**src/rtl/uart_cmd_rx.sv**
```systemverilog
// uart_cmd_rx: 8N1 UART receiver that assembles NUM_BYTES bytes into one command frame
// Ports: clk, rst_n (async active-low); uart_rx serial line (idle high);
//        cmd_buf last complete frame (byte 0 = first on the wire); cmd_valid 1-cycle new-frame pulse;
//        frame_err 1-cycle bad-stop pulse; byte_idx bytes accepted in the current frame.
module uart_cmd_rx #(
    parameter int CLKS_PER_BIT = 434,
    parameter int NUM_BYTES    = 12,
    parameter int TIMEOUT_BITS = 20
) (
    input  logic                         clk,
    input  logic                         rst_n,
    input  logic                         uart_rx,
    output logic [NUM_BYTES-1:0][7:0]    cmd_buf,
    output logic                         cmd_valid,
    output logic                         frame_err,
    output logic [$clog2(NUM_BYTES)-1:0] byte_idx
);
    localparam int TO = TIMEOUT_BITS * CLKS_PER_BIT;
    localparam int CW = $clog2(TO + 1);
    localparam int IW = $clog2(NUM_BYTES);
    localparam logic [CW-1:0] HALF_END = CW'(CLKS_PER_BIT / 2 - 1);
    localparam logic [CW-1:0] BIT_END  = CW'(CLKS_PER_BIT - 1);
    localparam logic [CW-1:0] TO_END   = CW'(TO - 1);
    localparam logic [IW-1:0] LAST     = IW'(NUM_BYTES - 1);

    typedef enum logic [2:0] {IDLE, START, DATA, STOP, BREAK} state_t;

    state_t                      state;
    logic                        rx_m, rx_s, rx_d;
    logic [CW-1:0]               cnt;
    logic [2:0]                  bit_n;
    logic [7:0]                  shreg;
    logic [NUM_BYTES-1:0][7:0]   work_buf, work_nxt;

    always_comb begin
        work_nxt           = work_buf;
        work_nxt[byte_idx] = shreg;
    end

    // cnt times bits while receiving and doubles as the inter-byte idle timer in IDLE
    always_ff @(posedge clk or negedge rst_n) begin
        if (!rst_n) begin
            state     <= IDLE;
            rx_m      <= 1'b1;
            rx_s      <= 1'b1;
            rx_d      <= 1'b1;
            cnt       <= '0;
            bit_n     <= '0;
            shreg     <= '0;
            work_buf  <= '0;
            cmd_buf   <= '0;
            cmd_valid <= 1'b0;
            frame_err <= 1'b0;
            byte_idx  <= '0;
        end else begin
            rx_m      <= uart_rx;
            rx_s      <= rx_m;
            rx_d      <= rx_s;
            cmd_valid <= 1'b0;
            frame_err <= 1'b0;
            case (state)
                IDLE: begin
                    if (rx_d && !rx_s) begin
                        state <= START;
                        cnt   <= '0;
                    end else if (byte_idx == '0 || cnt == TO_END) begin
                        cnt      <= '0;
                        byte_idx <= '0;
                    end else begin
                        cnt <= cnt + 1'b1;
                    end
                end
                START: begin
                    if (cnt == HALF_END) begin
                        cnt   <= '0;
                        bit_n <= '0;
                        state <= rx_s ? IDLE : DATA;
                    end else begin
                        cnt <= cnt + 1'b1;
                    end
                end
                DATA: begin
                    if (cnt == BIT_END) begin
                        cnt   <= '0;
                        shreg <= {rx_s, shreg[7:1]};
                        bit_n <= bit_n + 1'b1;
                        state <= (bit_n == 3'd7) ? STOP : DATA;
                    end else begin
                        cnt <= cnt + 1'b1;
                    end
                end
                STOP: begin
                    if (cnt == BIT_END) begin
                        cnt   <= '0;
                        state <= rx_s ? IDLE : BREAK;
                        if (!rx_s) begin
                            frame_err <= 1'b1;
                            byte_idx  <= '0;
                        end else if (byte_idx == LAST) begin
                            work_buf  <= work_nxt;
                            cmd_buf   <= work_nxt;
                            cmd_valid <= 1'b1;
                            byte_idx  <= '0;
                        end else begin
                            work_buf <= work_nxt;
                            byte_idx <= byte_idx + 1'b1;
                        end
                    end else begin
                        cnt <= cnt + 1'b1;
                    end
                end
                BREAK: state <= rx_s ? IDLE : BREAK;
                default: state <= IDLE;
            endcase
        end
    end
endmodule

```
**config.mk**
```make
export PLATFORM = sky130hd
export DESIGN_NAME = uart_cmd_rx
export DESIGN_NICKNAME = d
export VERILOG_FILES = /design/src/rtl/uart_cmd_rx.sv
export SDC_FILE = /design/constraint.sdc
export NUM_CORES = 1
export LEC_CHECK = 0
export CORE_MARGIN = 1.5
export CORE_UTILIZATION = 56
export DETAILED_ROUTE_END_ITERATION = 8
export HOLD_SLACK_MARGIN = 0.15
export PLACE_DENSITY = 0.79
export SETUP_SLACK_MARGIN = 0.15
export SLEW_MARGIN = 15
export SYNTH_ARGS = -nofsm -noshare
export SYNTH_HDL_FRONTEND = slang
export SYNTH_SLANG_ARGS = --single-unit
```
**constraint.sdc**
```tcl
create_clock -name clk -period 3 [get_ports clk]
set_clock_uncertainty 0.2 [all_clocks]
set_input_delay 0.6 -clock clk [delete_from_list [all_inputs] [get_ports clk]]
set_output_delay 0.6 -clock clk [all_outputs]
set_load 0.02 [all_outputs]
```
==> impl_metrics.ini, run 1 <==
[run_status]
status = completed

[global_route]
antenna_found_initial = 0
grt.busiest_layer = met2
overflow = 0
track_usage_pct = 23.56
grt_pass1_wl_um = 33650
grtUsageMet1_pct = 32.86
met3_usage_pct = 2.834
grt_max_degree = 83
use_met2_pct = 38.89
grt_pass1_vias = 6452

[power]
net-switching-power_uw = 1462
comb_power_share_pct = 6.0
power_density_nw_per_um2 = 549.4
sw_frac_of_total_pct = 22.67
ir_drop_mv = 0.4573
leakage_uw = 0.005759
power_uw = 6447
p_int_uw = 4985
pwr-share-clk_pct = 45.1
seq_power_share_pct = 48.9

[placement]
dp_hpwl_um = 12930
gp_congestion = 0.8195
placed_cells = 1103
place_area_sq_um = 10940
io_buffers = 104

[logic_synthesis]
synth_nets = 825
synth-edff-count = 0
synth_top_flop_cell = dfrtp_1
syn_inst = 812
syn_area_sq_um = 9628
synth-seq-cells = 221
synth_area_per_cell_sq_um = 11.86
yosysSeqAreaShare_pct = 57.48
ys_async_sr_fraction_pct = 100.0
ys_warn_count = 0
synth_cell_types = 48

[drt]
vias = 6388
drt-pass1-iter-count = 5
wirelength_um = 20200
wire_per_inst_um = 17.64
ant_nets = 0
viasPerCell = 5.579
drt-initial-drc-count = 405
drc = 0

[finish]
drive_gt1_share_pct = 8.865
fin_cells = 1145
fin_area_sq_um = 11730
final_common_cell = dfrtp_1
nNetsFinal = 922
final_cell_mix = dfrtp_1 (218), nand2_1 (133), clkdlybuf4s50_1 (103), mux2_1 (91)
synthToLayoutAreaGrowth_pct = 21.87
num_antenna_cells = 0

[setup_path]
path_class = reg -> out
cp-start-kind = flop
path_delay_family = buffers and inverters
crit_chain = clkdlybuf4s50_1
crit_buf_inv = 1
required_ps = 2200
arrival_ps = 1680
worst-path-max-fanout = 8
crit_path_top_delay_cell = clkdlybuf4s50_1
worstSetupEndpointType = output pin
slowest_delay_ps = 690

[floorplan]
num_rows = 47
die_h_um = 134.1
die-area_sq_um = 17990
ios = 105
dieWidth_um = 134.1
core_area_sq_um = 16700
initial_utilization_pct = 57.65

[sta]
fin_crit_ps = 2482
finalMaxSlewViolations = 0
setup_violations = 0
rsz0062_at_grt = no
fin_setup_tns_ps = 0
max_freq_mhz = 402.8
worst_slew_margin_rel_pct = 33.53
hold_violations = 0
fin_crit_sh_pct = 82.75
tightest_slew_ps = 997.0

[run]
cap_violations = 0

[clock_tree]
cts_buffers = 23
cts.hold.buffers_added = 1
cts_max_level = 1
cts_setup_buffers = 0
cts_tree = built
cts_root_buf = clkbuf_16
clk_latency_ps = 510
clkSlewWorstSetupHoldPaths_ps = 60
clk_path_buf_depth = 3
cts_sinks = 221
cts_resized = 0

[worst_hold_path]
hold_path.class = reg -> reg
[through the flow]
stage               hold WS (ps)  utilization (%)  setup slack [ps]
floorplan                  104.4                -             621.6
global placement           146.6            65.52             572.8
CTS                        155.6            70.26             500.8
global route               159.5            70.26             250.3
detailed placement         148.8            65.52             512.2
finish                     151.5            70.26             517.6
[power by group through the flow]
stage | registers, uW | clock network, uW | logic, uW
floorplan | 3170 | 0 | 266
global placement | 3200 | 0 | 380
CTS | 3150 | 2950 | 390
detailed placement | 3200 | 0 | 387
global route | 3160 | 3080 | 441
finish | 3150 | 2910 | 386
[flip-flops by register name, summed over array words and instances, names as in the netlist]
| signal | count |
|---|---|
| byte_idx | 4 |
| cnt | 14 |
| rx_s | 1 |
| frame_err | 1 |
| state | 3 |
| cmd_buf | 96 |
| work_buf | 88 |
| rx_m | 1 |
| rx_d | 1 |
| shreg | 8 |
| cmd_valid | 1 |
| bit_n | 3 |
[synth_stat cells, types with 6 or more instances]
cell type | count | area, sq um
ha_1 | 10 | 125.1
mux2i_1 | 90 | 900.9
clkbuf_1 | 28 | 105.1
nand3_1 | 10 | 50.05
o21ai_1 | 90 | 450.4
buf_2 | 15 | 75.07
mux2_1 | 91 | 1025
mux2_2 | 7 | 78.83
inv_1 | 9 | 33.78
nor2_1 | 20 | 75.07
nand3_4 | 6 | 105.1
nor3_1 | 7 | 35.03
nand2_1 | 133 | 499.2
and2_1 | 7 | 43.79
dfrtp_1 | 218 | 5455
[worst paths after layout]
path	start	end	cells past startpoint	slack [ps]
min reg2reg	rx_m$_DFF_PN1_	rx_s$_DFF_PN1_	0	150
max reg2reg	cnt[2]$_DFFE_PN0P_	work_buf[56]$_DFFE_PN0P_	5	520
min in group asynchronous	rst_n	cmd_buf[35]$_DFFE_PN0P_	2	490
max in group asynchronous	rst_n	cmd_buf[49]$_DFFE_PN0P_	3	1350
min	rx_m$_DFF_PN1_	rx_s$_DFF_PN1_	0	150
max	byte_idx[0]$_DFFE_PN0P_	byte_idx[0]	1	520
[worst register-to-register path, stage by stage, from the launching register on]
cell and delay (ps):
dfrtp_1 430, nor3_1 400, nand4_1 210, nor2_2 300, nand3_1 380, mux2_1 450
[cell families after synthesis]
group           share of synthesized area, %
compound gates                         6.355
buf+inv                                2.924
flops                                  57.48
simple gates                           10.21
mux                                    20.82
xor+xnor                              0.9096
fa+ha+maj                              1.300
[final cells by class]
class,count,area (sq um)
clock buffer,33,663.1
clock inverter,8,118.9
fill,1230,4967
inverter,11,41.29
multi-input combinational,528,3827
sequential,221,5534
tap,220,275.3
timing repair buffer,124,1274
[routing by layer]
layer | share of wire [%] | wire, um
met4 | 2.6 | 533
met1 | 45 | 9136
met5 | 0 | 0
met3 | 3.9 | 778
met2 | 48 | 9753
No activity file was read; power rests on OpenSTA's default activity.
==> run 2: changes to the inputs <==
Clock period 3 ns to 2.5 ns, I/O delays scaled along.
==> impl_metrics.ini, run 2 (same netlist as run 1, synthesis figures left out) <==
[run_status]
status = completed

[finish]
num_antenna_cells = 0
regMostFlops = cmd_buf
fillers = 1178
final_common_cell = dfrtp_1
nNetsFinal = 925
synthToLayoutAreaGrowth_pct = 24.07
drive_gt1_share_pct = 14.76
top_regs = cmd_buf: 96 flops, work_buf: 88 flops, cnt: 14 flops
largest_reg_flops = 96
final_cell_mix = dfrtp_1 (216), nand2_1 (133), clkdlybuf4s50_1 (100), mux2i_1 (90), o21ai_1 (90)

[setup_path]
required_ps = 2680
startpoint = cnt[1]$_DFFE_PN0P_
crit_chain = inv_2, ha_1, and4b_1, nand4_1, nor2_2, buf_6, nand3_4, mux2_1
crit_path_top_delay_cell = dfrtp_1
path_class = reg -> reg
arrival_ps = 2500
cp-start-kind = flop
worstSetupEndpointType = flop
worst-path-max-fanout = 8
slowest_delay_ps = 420
rr_startpoint = cnt[1]$_DFFE_PN0P_

[sta]
hold_ws_ps = 157.6
max_freq_mhz = 431.3
hold_violations = 0
finalMaxSlewViolations = 0
fin_setup_tns_ps = 0
setup_violations = 0
fin_crit_sh_pct = 92.74
rsz0062_at_grt = yes
fin_crit_ps = 2318
worst_slew_margin_rel_pct = 27.30
tightest_slew_ps = 1090

[worst_hold_path]
hold_path.class = reg -> reg
worstHoldStart = rx_m$_DFF_PN1_

[power]
power_uw = 7616
power_density_nw_per_um2 = 637.6
leakage_uw = 0.005966
ir_drop_mv = 0.5109

[floorplan]
num_rows = 47
initial_utilization_pct = 57.65
dieWidth_um = 134.1
die-area_sq_um = 17990
die_h_um = 134.1
ios = 105
core_area_sq_um = 16700

[clock_tree]
cts_max_level = 1
cts_root_buf = clkbuf_16
clk_latency_ps = 500
clk_path_buf_depth = 3
cts_tree = built
clkSlewWorstSetupHoldPaths_ps = 60
cts_buffers = 23
cts_sinks = 221

[drt]
drt-initial-drc-count = 319
wirelength_um = 20310
drt-pass1-iter-count = 4
wire_per_inst_um = 17.69
vias = 6323
ant_nets = 0
drc = 0
viasPerCell = 5.508

[placement]
gp_congestion = 0.8147
io_buffers = 104
dp_hpwl_um = 12860

[global_route]
antenna_found_initial = 0
grt_max_degree = 95
grt_pass1_vias = 6291
overflow = 0
grt_pass1_wl_um = 33150
track_usage_pct = 23.00

[run]
cap_violations = 0
-- run 2: cell types whose count changed in the layout (fill, tap and decap cells not counted), sizes merged, moves of 2 or more --
cell	delta
buf	+2
clkdlybuf4s50	-3
dlymetal6s2s	+2
clkbuf	+3
bufinv	-2
-- run 2: final cells by class --
class / instances / area [sq um] / share of cell area (%)
Tap cell: 220 / 275.3 / 2.304
Sequential cell: 221 / 5537 / 46.35
Clock inverter: 6 / 62.56 / 0.5237
Multi-Input combinational cell: 528 / 4045 / 33.86
Inverter: 11 / 41.29 / 0.3457
Timing Repair Buffer: 127 / 1304 / 10.91
Clock buffer: 35 / 680.7 / 5.698
-- run 2: final timing paths --
check	to	slack, ps	cells past startpoint
min in group asynchronous	cmd_buf[26]$_DFFE_PN0P_	290	2
worst min-delay path	rx_s$_DFF_PN1_	160	0
worst max register to register	work_buf[86]$_DFFE_PN0P_	180	8
worst min register to register	rx_s$_DFF_PN1_	160	0
worst max-delay path	work_buf[86]$_DFFE_PN0P_	180	8
max in group asynchronous	rx_s$_DFF_PN1_	1070	3
-- run 2: what timing repair did --
| item | 4_1_cts | 5_1_grt |
|---|---|---|
| hold buffers | 1 | 0 |
| setup endpoints to repair | 37 | 115 |
| endpoints found under the hold margin | 195 | 0 |
| gates cloned | 0 | 1 |
| buffers inserted | 0 | 3 |
| pin swaps | 0 | 4 |
| resized for setup | 2 | 61 |
-- run 2: where the power goes --
part / internal [uW] / total [uW] / switching [uW] / leakage, uW
clock: 1980 / 3340 / 1350 / 0.000369
sequential: 3660 / 3790 / 133 / 0.00306
combinational: 196 / 491 / 295 / 0.00254
-- run 2: stage by stage --
| step | cells | setup slack [ps] | utilization [%] | instance area (sq um) |
|---|---|---|---|---|
| 3_5_place_dp | 1102 | 142.9 | 65.33 | 10910 |
| 3_3_place_gp | 1102 | 199.5 | 65.33 | 10910 |
| 2_1_floorplan | 812 | 152.3 | - | 9629 |
| 6_report | 1148 | 181.5 | 71.52 | 11950 |
| 4_1_cts | 1144 | 126.6 | 69.85 | 11670 |
| 5_1_grt | 1148 | 56.19 | 71.52 | 11950 |
-- run 2: critical path: cells and delay by family (launching register included) --
family	cells	cell delay, ps
buffers and inverters	2	290
flip-flops	1	420
multiplexers	1	360
AND/OR/NAND/NOR	4	810
adder cells (fa/ha/maj)	1	130
-- run 2: routing by layer --
metal | vias up | part of all wire [%] | track usage (%)
li1 | 3006 | - | -
met1 | 3155 | 47 | 32.92
met2 | 130 | 48 | 37.37
met3 | 32 | 3.3 | 2.721
met4 | 0 | 2.1 | 6.989
met5 | - | 0 | 0
